<file path="src/rtl/flow_stats_pkg.sv">
// Shared types and defaults for the flow statistics poller.
// The record layout is also re-declared inside the poller using its own A_WIDTH/D_WIDTH.
package flow_stats_pkg;

  localparam int unsigned DEF_A_WIDTH = 10;
  localparam int unsigned DEF_D_WIDTH = 32;
  localparam int unsigned DEF_TIMEOUT = 15;

  typedef enum logic [2:0] {
    ST_IDLE,
    ST_ISSUE,
    ST_WAIT,
    ST_STORE,
    ST_NEXT
  } state_e;

  // Record layout at the default widths; the poller builds the same shape from its own parameters.
  typedef struct packed {
    logic [DEF_A_WIDTH-1:0] flow;
    logic [DEF_D_WIDTH-1:0] count;
  } flow_rec_t;

endpackage

</file>
<file path="src/rtl/flow_stats_poller_fifo.sv">
// Small synchronous record FIFO for the stats poller.
// A push into a full FIFO is accepted only when a pop happens in the same cycle.
module stats_rec_fifo #(
  parameter int unsigned WIDTH = 42,
  parameter int unsigned DEPTH = 4
) (
  input  logic             clk_i,
  input  logic             rst_i,
  input  logic             push_i,
  input  logic [WIDTH-1:0] data_i,
  input  logic             pop_i,
  output logic [WIDTH-1:0] data_o,
  output logic             empty_o,
  output logic             full_o
);

  localparam int unsigned PW = $clog2(DEPTH);

  logic [WIDTH-1:0] mem_q [DEPTH];
  logic [PW:0]      wr_ptr_q, wr_ptr_d;
  logic [PW:0]      rd_ptr_q, rd_ptr_d;
  logic             do_push, do_pop;

  // Extra pointer bit distinguishes full from empty when the index bits match.
  always_comb begin
    empty_o  = (wr_ptr_q == rd_ptr_q);
    full_o   = (wr_ptr_q[PW] != rd_ptr_q[PW]) && (wr_ptr_q[PW-1:0] == rd_ptr_q[PW-1:0]);
    do_pop   = pop_i && !empty_o;
    do_push  = push_i && (!full_o || do_pop);
    wr_ptr_d = wr_ptr_q + {{PW{1'b0}}, do_push};
    rd_ptr_d = rd_ptr_q + {{PW{1'b0}}, do_pop};
    data_o   = mem_q[rd_ptr_q[PW-1:0]];
  end

  always_ff @(posedge clk_i) begin
    if (!rst_i) begin
      wr_ptr_q <= '0;
      rd_ptr_q <= '0;
    end else begin
      wr_ptr_q <= wr_ptr_d;
      rd_ptr_q <= rd_ptr_d;
    end
  end

  always_ff @(posedge clk_i) begin
    if (do_push) mem_q[wr_ptr_q[PW-1:0]] <= data_i;
  end

endmodule

</file>
<file path="src/rtl/flow_stats_poller.sv">
// Sweeps a flow range on the accumulator read port, one outstanding read at a time,
// and streams {flow, count} records out through a small FIFO.
module flow_stats_poller
  import flow_stats_pkg::*;
#(
  parameter int unsigned A_WIDTH    = DEF_A_WIDTH,
  parameter int unsigned D_WIDTH    = DEF_D_WIDTH,
  parameter int unsigned TIMEOUT    = DEF_TIMEOUT,
  parameter int unsigned FIFO_DEPTH = 4
) (
  input  logic               clk_i,
  input  logic               rst_i,
  input  logic               start_i,
  input  logic [A_WIDTH-1:0] first_flow_i,
  input  logic [A_WIDTH-1:0] last_flow_i,
  input  logic               skip_zero_i,
  output logic               rd_stb_o,
  output logic [A_WIDTH-1:0] rd_flow_num_o,
  input  logic [D_WIDTH-1:0] rd_data_i,
  input  logic               rd_data_val_i,
  output logic               rec_valid_o,
  input  logic               rec_ready_i,
  output logic [A_WIDTH-1:0] rec_flow_o,
  output logic [D_WIDTH-1:0] rec_count_o,
  output logic               busy_o,
  output logic               done_o,
  output logic [7:0]         timeout_cnt_o
);

  localparam int unsigned TIMER_W = $clog2(TIMEOUT);

  typedef struct packed {
    logic [A_WIDTH-1:0] flow;
    logic [D_WIDTH-1:0] count;
  } rec_t;

  state_e               state_q, state_d;
  logic [A_WIDTH-1:0]   cur_q, cur_d;
  logic [A_WIDTH-1:0]   last_q, last_d;
  logic                 skip_q, skip_d;
  logic [D_WIDTH-1:0]   data_q, data_d;
  logic [TIMER_W-1:0]   timer_q, timer_d;
  logic [7:0]           to_cnt_q, to_cnt_d;
  logic                 rd_stb_q, rd_stb_d;
  logic [A_WIDTH-1:0]   rd_flow_q, rd_flow_d;
  logic                 busy_q, busy_d;
  logic                 done_q, done_d;
  logic                 val_dly_q;

  logic                 push;
  logic                 fifo_empty, fifo_full;
  rec_t                 rec_in, rec_out;

  always_comb begin
    state_d   = state_q;
    cur_d     = cur_q;
    last_d    = last_q;
    skip_d    = skip_q;
    data_d    = data_q;
    timer_d   = timer_q;
    to_cnt_d  = to_cnt_q;
    rd_stb_d  = 1'b0;
    rd_flow_d = rd_flow_q;
    busy_d    = busy_q;
    done_d    = 1'b0;
    push      = 1'b0;
    unique case (state_q)
      ST_IDLE: begin
        if (start_i) begin
          cur_d   = first_flow_i;
          last_d  = last_flow_i;
          skip_d  = skip_zero_i;
          busy_d  = 1'b1;
          state_d = ST_ISSUE;
        end
      end
      ST_ISSUE: begin
        if (!fifo_full) begin
          rd_stb_d  = 1'b1;
          rd_flow_d = cur_q;
          timer_d   = '0;
          state_d   = ST_WAIT;
        end
      end
      ST_WAIT: begin
        // Rising edge only, so a level-valid left high by the previous read is not taken.
        if (rd_data_val_i && !val_dly_q) begin
          data_d  = rd_data_i;
          state_d = ST_STORE;
        end else if (timer_q == TIMER_W'(TIMEOUT - 1)) begin
          if (to_cnt_q != '1) to_cnt_d = to_cnt_q + 8'd1;
          state_d = ST_NEXT;
        end else begin
          timer_d = timer_q + TIMER_W'(1);
        end
      end
      ST_STORE: begin
        push    = !(skip_q && (data_q == '0));
        state_d = ST_NEXT;
      end
      ST_NEXT: begin
        if (cur_q == last_q) begin
          done_d  = 1'b1;
          busy_d  = 1'b0;
          state_d = ST_IDLE;
        end else begin
          cur_d   = cur_q + A_WIDTH'(1);
          state_d = ST_ISSUE;
        end
      end
      default: state_d = ST_IDLE;
    endcase
  end

  always_ff @(posedge clk_i) begin
    if (!rst_i) begin
      state_q   <= ST_IDLE;
      cur_q     <= '0;
      last_q    <= '0;
      skip_q    <= 1'b0;
      data_q    <= '0;
      timer_q   <= '0;
      to_cnt_q  <= '0;
      rd_stb_q  <= 1'b0;
      rd_flow_q <= '0;
      busy_q    <= 1'b0;
      done_q    <= 1'b0;
      val_dly_q <= 1'b0;
    end else begin
      state_q   <= state_d;
      cur_q     <= cur_d;
      last_q    <= last_d;
      skip_q    <= skip_d;
      data_q    <= data_d;
      timer_q   <= timer_d;
      to_cnt_q  <= to_cnt_d;
      rd_stb_q  <= rd_stb_d;
      rd_flow_q <= rd_flow_d;
      busy_q    <= busy_d;
      done_q    <= done_d;
      val_dly_q <= rd_data_val_i;
    end
  end

  assign rec_in = '{flow: cur_q, count: data_q};

  stats_rec_fifo #(
    .WIDTH ($bits(rec_t)),
    .DEPTH (FIFO_DEPTH)
  ) u_fifo (
    .clk_i   (clk_i),
    .rst_i   (rst_i),
    .push_i  (push),
    .data_i  (rec_in),
    .pop_i   (rec_valid_o && rec_ready_i),
    .data_o  (rec_out),
    .empty_o (fifo_empty),
    .full_o  (fifo_full)
  );

  assign rd_stb_o      = rd_stb_q;
  assign rd_flow_num_o = rd_flow_q;
  assign rec_valid_o   = !fifo_empty;
  assign rec_flow_o    = rec_out.flow;
  assign rec_count_o   = rec_out.count;
  assign busy_o        = busy_q;
  assign done_o        = done_q;
  assign timeout_cnt_o = to_cnt_q;

endmodule

</file>
<file path="config.mk">
export PLATFORM = sky130hd
export DESIGN_NAME = flow_stats_poller
export DESIGN_NICKNAME = d
export VERILOG_FILES = /design/src/rtl/flow_stats_pkg.sv /design/src/rtl/flow_stats_poller_fifo.sv /design/src/rtl/flow_stats_poller.sv
export SDC_FILE = /design/constraint.sdc
export NUM_CORES = 1
export LEC_CHECK = 0
export CAP_MARGIN = 40
export CORE_MARGIN = 1
export CORE_UTILIZATION = 32
export DETAILED_ROUTE_END_ITERATION = 8
export SLEW_MARGIN = 20
export SYNTH_ARGS = -nofsm -noshare
export SYNTH_HDL_FRONTEND = slang
export SYNTH_SLANG_ARGS = --single-unit
</file>
<file path="constraint.sdc">
create_clock -name clk_i -period 7 [get_ports clk_i]
set_input_delay 1.05 -clock clk_i [delete_from_list [all_inputs] [get_ports clk_i]]
set_output_delay 1.05 -clock clk_i [all_outputs]
set_load 0.02 [all_outputs]
</file>
==> results of run 1 <==
-- where the power goes --
part / internal [mW] / switching, mW
logic: 0.183 / 0.190
registers: 1.65 / 0.0516
clock network: 0.761 / 0.544
-- layer usage --
layer / vias to the layer above / routed length (um)
li1: 2825 / -
met1: 2923 / 10200
met2: 150 / 10000
met3: 30 / 1160
met4: 0 / 406
met5: - / 0
-- area by class of cell --
class / instances / area [um2]
Clock buffer: 41 / 778
Antenna cell: 1 / 2.50
Tap cell: 396 / 495
Sequential cell: 256 / 6810
Fill cell: 2874 / 18100
Clock inverter: 7 / 41.3
Multi-Input combinational cell: 391 / 2980
Timing Repair Buffer: 133 / 1360
Inverter: 6 / 22.5
-- flip-flops by register name (all words and copies together), names as in the netlist --
signal,cells
cur_q,10
state_q,3
u_fifo.rd_ptr_q,3
u_fifo.mem_q,168
data_q,32
skip_q,1
rd_flow_num_o,10
last_q,10
timer_q,4
rd_stb_o,1
done_o,1
val_dly_q,1
busy_o,1
timeout_cnt_o,8
u_fifo.wr_ptr_q,3
-- critical path: cells and delay by family, from the launching register on --
family	cells	cell delay [ps]
DFF	1	640
muxes	1	420
buffers and inverters	2	1050
-- cell families (layout without fill, tap and decap cells) --
| kind of cell | after synthesis | in the layout | synth area share |
|---|---|---|---|
| buffers and inverters | 43 | 187 | 0.0200 |
| xor gates and xnor gates | 25 | 25 | 0.0220 |
| muxes | 54 | 54 | 0.107 |
| other | 0 | 1 | 0 |
| adders and majority gates | 8 | 8 | 0.0100 |
| DFF | 256 | 256 | 0.683 |
| AOI/OAI and AO/OA | 85 | 85 | 0.0559 |
| and+or+nand+nor | 219 | 219 | 0.102 |
-- synthesized netlist by cell type, types with 3 or more instances --
master and n:
edfxtp_1 168, nand2_1 111, dfxtp_1 88, mux4_2 42, nor2_1 37, a21oi_1 29, a21boi_0 27, xor2_1 20
clkbuf_1 18, nand3_1 17, buf_2 14, mux2i_1 12, and2_1 9, ha_1 8, nor4_1 8, and3_1 7
nand4_1 7, o21ai_0 7, inv_1 5, xnor2_1 5, nor3_1 4, a22oi_1 3, a31oi_1 3, buf_4 3
nand2b_1 3, o211ai_1 3, or3_1 3
-- metrics by stage --
step | instance area [um2] | cells
floorplan | 9970 | 690
global placement | 11600 | 1175
detailed placement | 11700 | 1181
CTS | 12500 | 1229
global route | 12500 | 1230
finish | 12500 | 1231
-- worst max-delay path by stage --
stage	end	slack [ps]	start	cells after the start
5_1_grt	rec_count_o[7]	3220	u_fifo.rd_ptr_q[1]	3
4_1_cts	rec_flow_o[3]	3240	u_fifo.rd_ptr_q[1]	3
6_report	rec_count_o[30]	3320	u_fifo.rd_ptr_q[1]	3
3_3_place_gp	u_fifo.mem_q[1][8]	3380	rec_ready_i	5
2_1_floorplan	u_fifo.mem_q[0][0]	1690	rec_ready_i	4
3_5_place_dp	u_fifo.mem_q[2][6]	3360	rec_ready_i	7
==> results summary, run 1 <==
The first-pass GRT wire length came out at 33.6 mm. For hold timing, the worst endpoint is busy_o. Buffers inserted to repair hold after CTS numbered 0. In this run the remaining antenna-violating nets after routing total 0. The maximum clock insertion buffer count came out at 3. The cell count of the worst reg-to-reg path is 8. The busiest layer in global routing is met2. The maximum single-stage delay on the critical path came out at 640 ps.

The worst setup path is launched from a flop. In this run the vertical extent of the chip is 178 um. The synthesis-to-finish area growth came out at 25.4%. The largest net degree at the start of global routing is 49.

The wire length per cell is 17.7 um. The synthesized net count came out at 756. The initial core utilization came out at 0.326.

CTS built an H-tree with a depth of 1. For the worst setup path, the data arrival time is 2630 ps. The number of iterations in the first detailed-routing pass came out at 4.

The met2 track utilization from global routing is 0.221. In this run the critical register-to-register path is captured at u_fifo.mem_q[2][39]. The synthesis warning total is 0.

The worst relative slew slack is 0.529. The top-level port count is 122. The critical path's slowest cell is dfxtp_2.

The total global routing overflow is 0. The setup clock skew after layout is 14.0 ps. The upper clock frequency limit came out at 271 MHz. The aggregate negative setup slack came out at 0 ps. The detailed-route wire length came out at 21.8 mm. The number of maximum-capacitance violations is 0. The DRC violation count after routing came out at 0.

The width of the chip is 178 um. The max-slew violation count came out at 0. In the post-synthesis netlist, the biggest area contributors are edfxtp_1 51%, dfxtp_1 18%, mux4_2 9.5%, nand2_1 4.2%, a21boi_0 2.0%.

The number of cells on the worst hold path came out at 2. The final count of hold timing violations came to 0. The total of buffers placed on input and output ports came out at 121.

The worst setup path category is flop to primary output. Across every metal layer, demand over resource in global routing totals 0.138. Post-CTS timing repair inserted 0 buffers for setup.

The number of antenna violations at the first check in global routing came to 1. Setup repair after global routing left no endpoint under its margin. The dominant register cell in the synthesized netlist is edfxtp_1. The setup slack of the worst register-to-register path is 3720 ps.

The signal on the critical path passes through buf_4 -> mux4_2 -> clkdlybuf4s50_1. The netlist uses 51 different library cells. The met3 track utilization from global routing is 0.0266.

The half-perimeter wire length of the detailed placement result is 13.9 mm. In this run the critical register-to-register path is launched from u_fifo.rd_ptr_q[0]. Clock tree synthesis selected as its root buffer the cell clkbuf_16. Prior to clock tree synthesis, the placed netlist has a worst setup slack of 3360 ps. In this run, the number of DRC markers left after iteration 0 of detailed routing was 423. The class of the worst hold path is flop to flop. After synthesis the netlist holds a flip-flop and latch count of 256. The flow ran to the end, and the final reports show no timing, DRC or antenna violations. The worst setup path is captured at a primary output. The maximum resistive drop on vdd is 0.193 mV.

The cell count after synthesis came out at 690. Of the synthesized area, sequential elements account for 0.683. The last weighted congestion value of the routability-driven placer came out at 0.757.

After layout, the design draws a total of 3.38 mW. Counting flops with an async set or reset pin after synthesis yields a share of 0. The final worst-path cycle share came out at 0.526.

The synthesized cell area came out at 0.00997 mm2. Across all setup checks in the final design, the least slack found is 3320 ps. The library cell used most frequently in the layout, excluding fill and tap cells, is edfxtp_1.

The ratio of routed vias to standard cells came out at 4.82. The clock reaches the later pin of the worst-skew pair after 530 ps. The clock buffer count from CTS is 26. The core utilization of the finished layout is 0.408. The share of the synthesized area in the top cell type is 0.506. The total power divided by cell area came out at 271 mW/mm2. The number of flops mapped to enable cells by yosys is 168.

The final setup violation count came out at 0. The startpoint identified for the worst hold timing path is busy_o. Subtracting the final worst setup slack from the clock period gives 3680 ps. In this run the mean area of a mapped cell was 14.4 um2.

The total number of placement rows came out at 64. The most area-hungry cell type in the Yosys netlist is edfxtp_1. The quantity of gates resized following cts is 0. For the pin with the worst max-slew slack, the measured transition is 707 ps.

TritonCTS built the clock tree. The met1 track utilization from global routing is 0.193. The clock edge transition at the registers on the reported setup and hold paths is 60 ps. The reported leakage power came out at 4.23 nW.

The number of global-route vias before repair is 5932. The required time of the critical path came out at 5950 ps. The placeable core region came out at 0.0306 mm2.

The final route contains 5928 vias. The die area is 0.0319 mm2. The count of clock tree sinks is 256. The fraction of layout cells with a size suffix above 1 came out at 0.125. The maximum fanout count along the critical path is 27.

Leaving out fill and tap cells, the most frequent cells in the layout are 168 x edfxtp_1, 121 x clkdlybuf4s50_1, 111 x nand2_1. At the end of the flow, the number of nets in the layout was 880. The final-layout worst hold slack is 460 ps.
No activity file was read; power rests on OpenSTA's default activity.
==> inputs of run 2 (changes only) <==
- clock period: 7 -> 3.2 ns (I/O delays scaled with it)
==> run 2 against run 1 <==
Effect of this change: utilization rose by 0.79 points; setup slack got worse by 3200 ps; first-iteration DRC count fell by 8.7%; hold slack improved by 8.9 ps; routed wire length rose by 1.4%; non-clock buffer count rose by 17.
==> results summary, run 2 (same netlist as run 1, synthesis figures left out) <==
The final setup violation count is 0 (unchanged). Sequence of cells on the critical path: buf_8 -> buf_12 -> mux4_2 -> clkdlybuf4s50_1 (was buf_4 -> mux4_2 -> clkdlybuf4s50_1). The flip-flop count of the largest register after layout was 168 (unchanged). The count of clock tree sinks came to 256 (unchanged). The core utilization of the finished layout is 0.416 (was 0.408).

The post-placement cell count came out at 1199 (was 1181). The global routing usage summed across all routing layers came out at 0.140 (was 0.138). The maximum single-stage delay on the critical path is 580 ps (was 640 ps).

The kind of start point of the critical path was a flop (unchanged). The half-perimeter wire length of the detailed placement result is 14.1 mm (was 13.9 mm). The number of iterations in the first detailed-routing pass is 5 (was 4).

The worst relative slew slack is 0.538 (was 0.529). The clock latency at the later pin of the worst-skew pair is 550 ps (was 530 ps). The worst setup path category is flop to primary output (unchanged). The CTS tree is built (unchanged).

The count of nets left with antenna violations after detail routing was 0 (unchanged). The number of buffers added to fix hold violations after cts came out at 0 (unchanged). Setup repair after global routing missed its margin: false (unchanged). The number of global-route vias before repair is 5996 (was 5932).

The antenna diode instance count came to 0 (was 1). The maximum clock insertion buffer count is 3 (unchanged). The die extent in y came out at 178 um (unchanged). After layout, the minimum clock period comes to 3030 ps.

Outcome: complete, no violations (unchanged). The total power divided by cell area came out at 617 mW/mm2 (was 271 mW/mm2). The count of non-filler cells in the finished layout came to 1249 (was 1231). The starting DRC count in detailed routing came to 386 (was 423). The detailed-route wire length came out at 22.1 mm (was 21.8 mm). The data arrival at the endpoint of the critical path came out at 2550 ps (was 2630 ps). The synthesis-to-finish area growth is 27.8% (was 25.4%). The reported leakage power came out at 4.37 nW (was 4.23 nW). The maximum resistive drop on vdd was 0.400 mV (was 0.193 mV).

The post-placement cell area came to 0.0118 mm2 (was 0.0117 mm2). The ratio of routed vias to standard cells came out at 4.83 (was 4.82). The wire length per cell is 17.7 um (about the same).

The post-CTS setup buffer count came out at 0 (unchanged). The total global routing overflow is 0 (unchanged). The summed area of non-filler cells in the final layout came out at 0.0127 mm2 (was 0.0125 mm2).

The width of the chip came to 178 um (unchanged). The endpoint type of the worst setup path is a primary output (unchanged). The largest net degree at the start of global routing came to 48 (was 49). The last weighted congestion value of the routability-driven placer is 0.778 (was 0.757). The placeable core region is 0.0306 mm2 (unchanged). The initial core utilization was 0.326 (unchanged). The required time of the critical path came out at 2720 ps (was 5950 ps).

The number of maximum-capacitance violations is 0 (unchanged). Based on the critical path, the design can be clocked at up to 330 MHz. The maximum fanout count along the critical path came out at 24 (was 27). The die area was 0.0319 mm2 (unchanged).

The class of the worst hold path is flop to flop (unchanged). The first-pass GRT wire length came out at 34.2 mm (was 33.6 mm). The slew of the pin with the lowest slew margin came to 693 ps (was 707 ps). The top-level port count came out at 122 (unchanged).

The overall power came out at 7.86 mW (was 3.38 mW). The aggregate negative setup slack came out at 0 ps (unchanged). The total number of placement rows came out at 64 (unchanged). The setup clock skew after layout is 26.3 ps (was 14.0 ps). The total of buffers placed on input and output ports came out at 121 (unchanged). The max-slew violation count came to 0 (unchanged). The number of nets in the finished design is 898 (was 880).

The DRC violation count after routing came out at 0 (unchanged). The vias after detailed routing is 6033 (was 5928). The fraction of layout cells with a size suffix above 1 is 0.149 (was 0.125). The clock root buffer master was clkbuf_16 (unchanged). The final count of hold timing violations is 0 (unchanged).

Top library cells by usage in the layout, fill and taps aside: 168 x edfxtp_1, 121 x clkdlybuf4s50_1, 111 x nand2_1 (unchanged). The leading cell type in the layout, fill and taps excluded is edfxtp_1 (unchanged). The number of antenna violations at the first check in global routing is 0 (was 1). Of the available clock period, the critical path in the final layout requires 0.948. The clock buffer count from CTS came to 27 (was 26). The number of levels the H-tree was split into is 1 (unchanged).

The critical path's slowest cell is mux4_2 (was dfxtp_2). The clock edge transition at the registers on the reported setup and hold paths is 60 ps (about the same).
-- run 2: cell types whose count changed in the layout (fill, tap and decap cells not counted), moves of 2 or more --
cell / previous run / this run
buf_4: 5 / 25
clkbuf_1: 9 / 3
bufinv_16: 0 / 5
clkbuf_8: 5 / 2
clkinv_2: 2 / 5
buf_6: 2 / 0
clkinv_1: 4 / 6
-- run 2: final cells by class --
cell class | count | area, um2
sequential | 256 | 6810
clock inverter | 18 | 226
tap | 396 | 495
clock buffer | 32 | 714
timing repair buffer | 150 | 1480
inverter | 6 | 22.5
fill | 2823 | 17900
multi-input combinational | 391 | 2980
-- run 2: final timing paths --
kind | startpoint | end | slack [ps] | cells past startpoint
setup / recovery | u_fifo.rd_ptr_q[0] | rec_count_o[30] | 170 | 4
hold / removal | busy_o | busy_o | 470 | 2
setup reg to reg | data_q[8] | u_fifo.mem_q[1][25] | 520 | 8
hold reg to reg | busy_o | busy_o | 470 | 2
-- run 2: worst max-delay path: cells and delay by family (launching register included) --
kind	cells	cell delay [ps]
DFF	1	360
buffers and inverters	3	1080
muxes	1	580
-- run 2: per-layer routing --
metal,global-route usage,share of wire
met5,0,0
met4,0.0346,0.020
met3,0.0318,0.068
met2,0.223,0.47
met1,0.194,0.45
-- run 2: through the flow --
stage	hold WS (ps)	setup slack (ps)
2_1_floorplan	432	266
3_3_place_gp	442	54.8
3_5_place_dp	456	452
4_1_cts	466	43.0
5_1_grt	478	36.9
6_report	469	165
-- run 2: repair_timing --
action,in CTS,in global routing
resized for setup,1,1
endpoints found under the hold margin,0,0
endpoints found under the setup margin,18,2
-- run 2: where the power goes --
group | internal, mW | switching, mW | total, mW
Clock | 2.00 | 1.28 | 3.28
Combinational | 0.425 | 0.465 | 0.889
Sequential | 3.61 | 0.0742 | 3.68
Total | 6.04 | 1.82 | 7.86
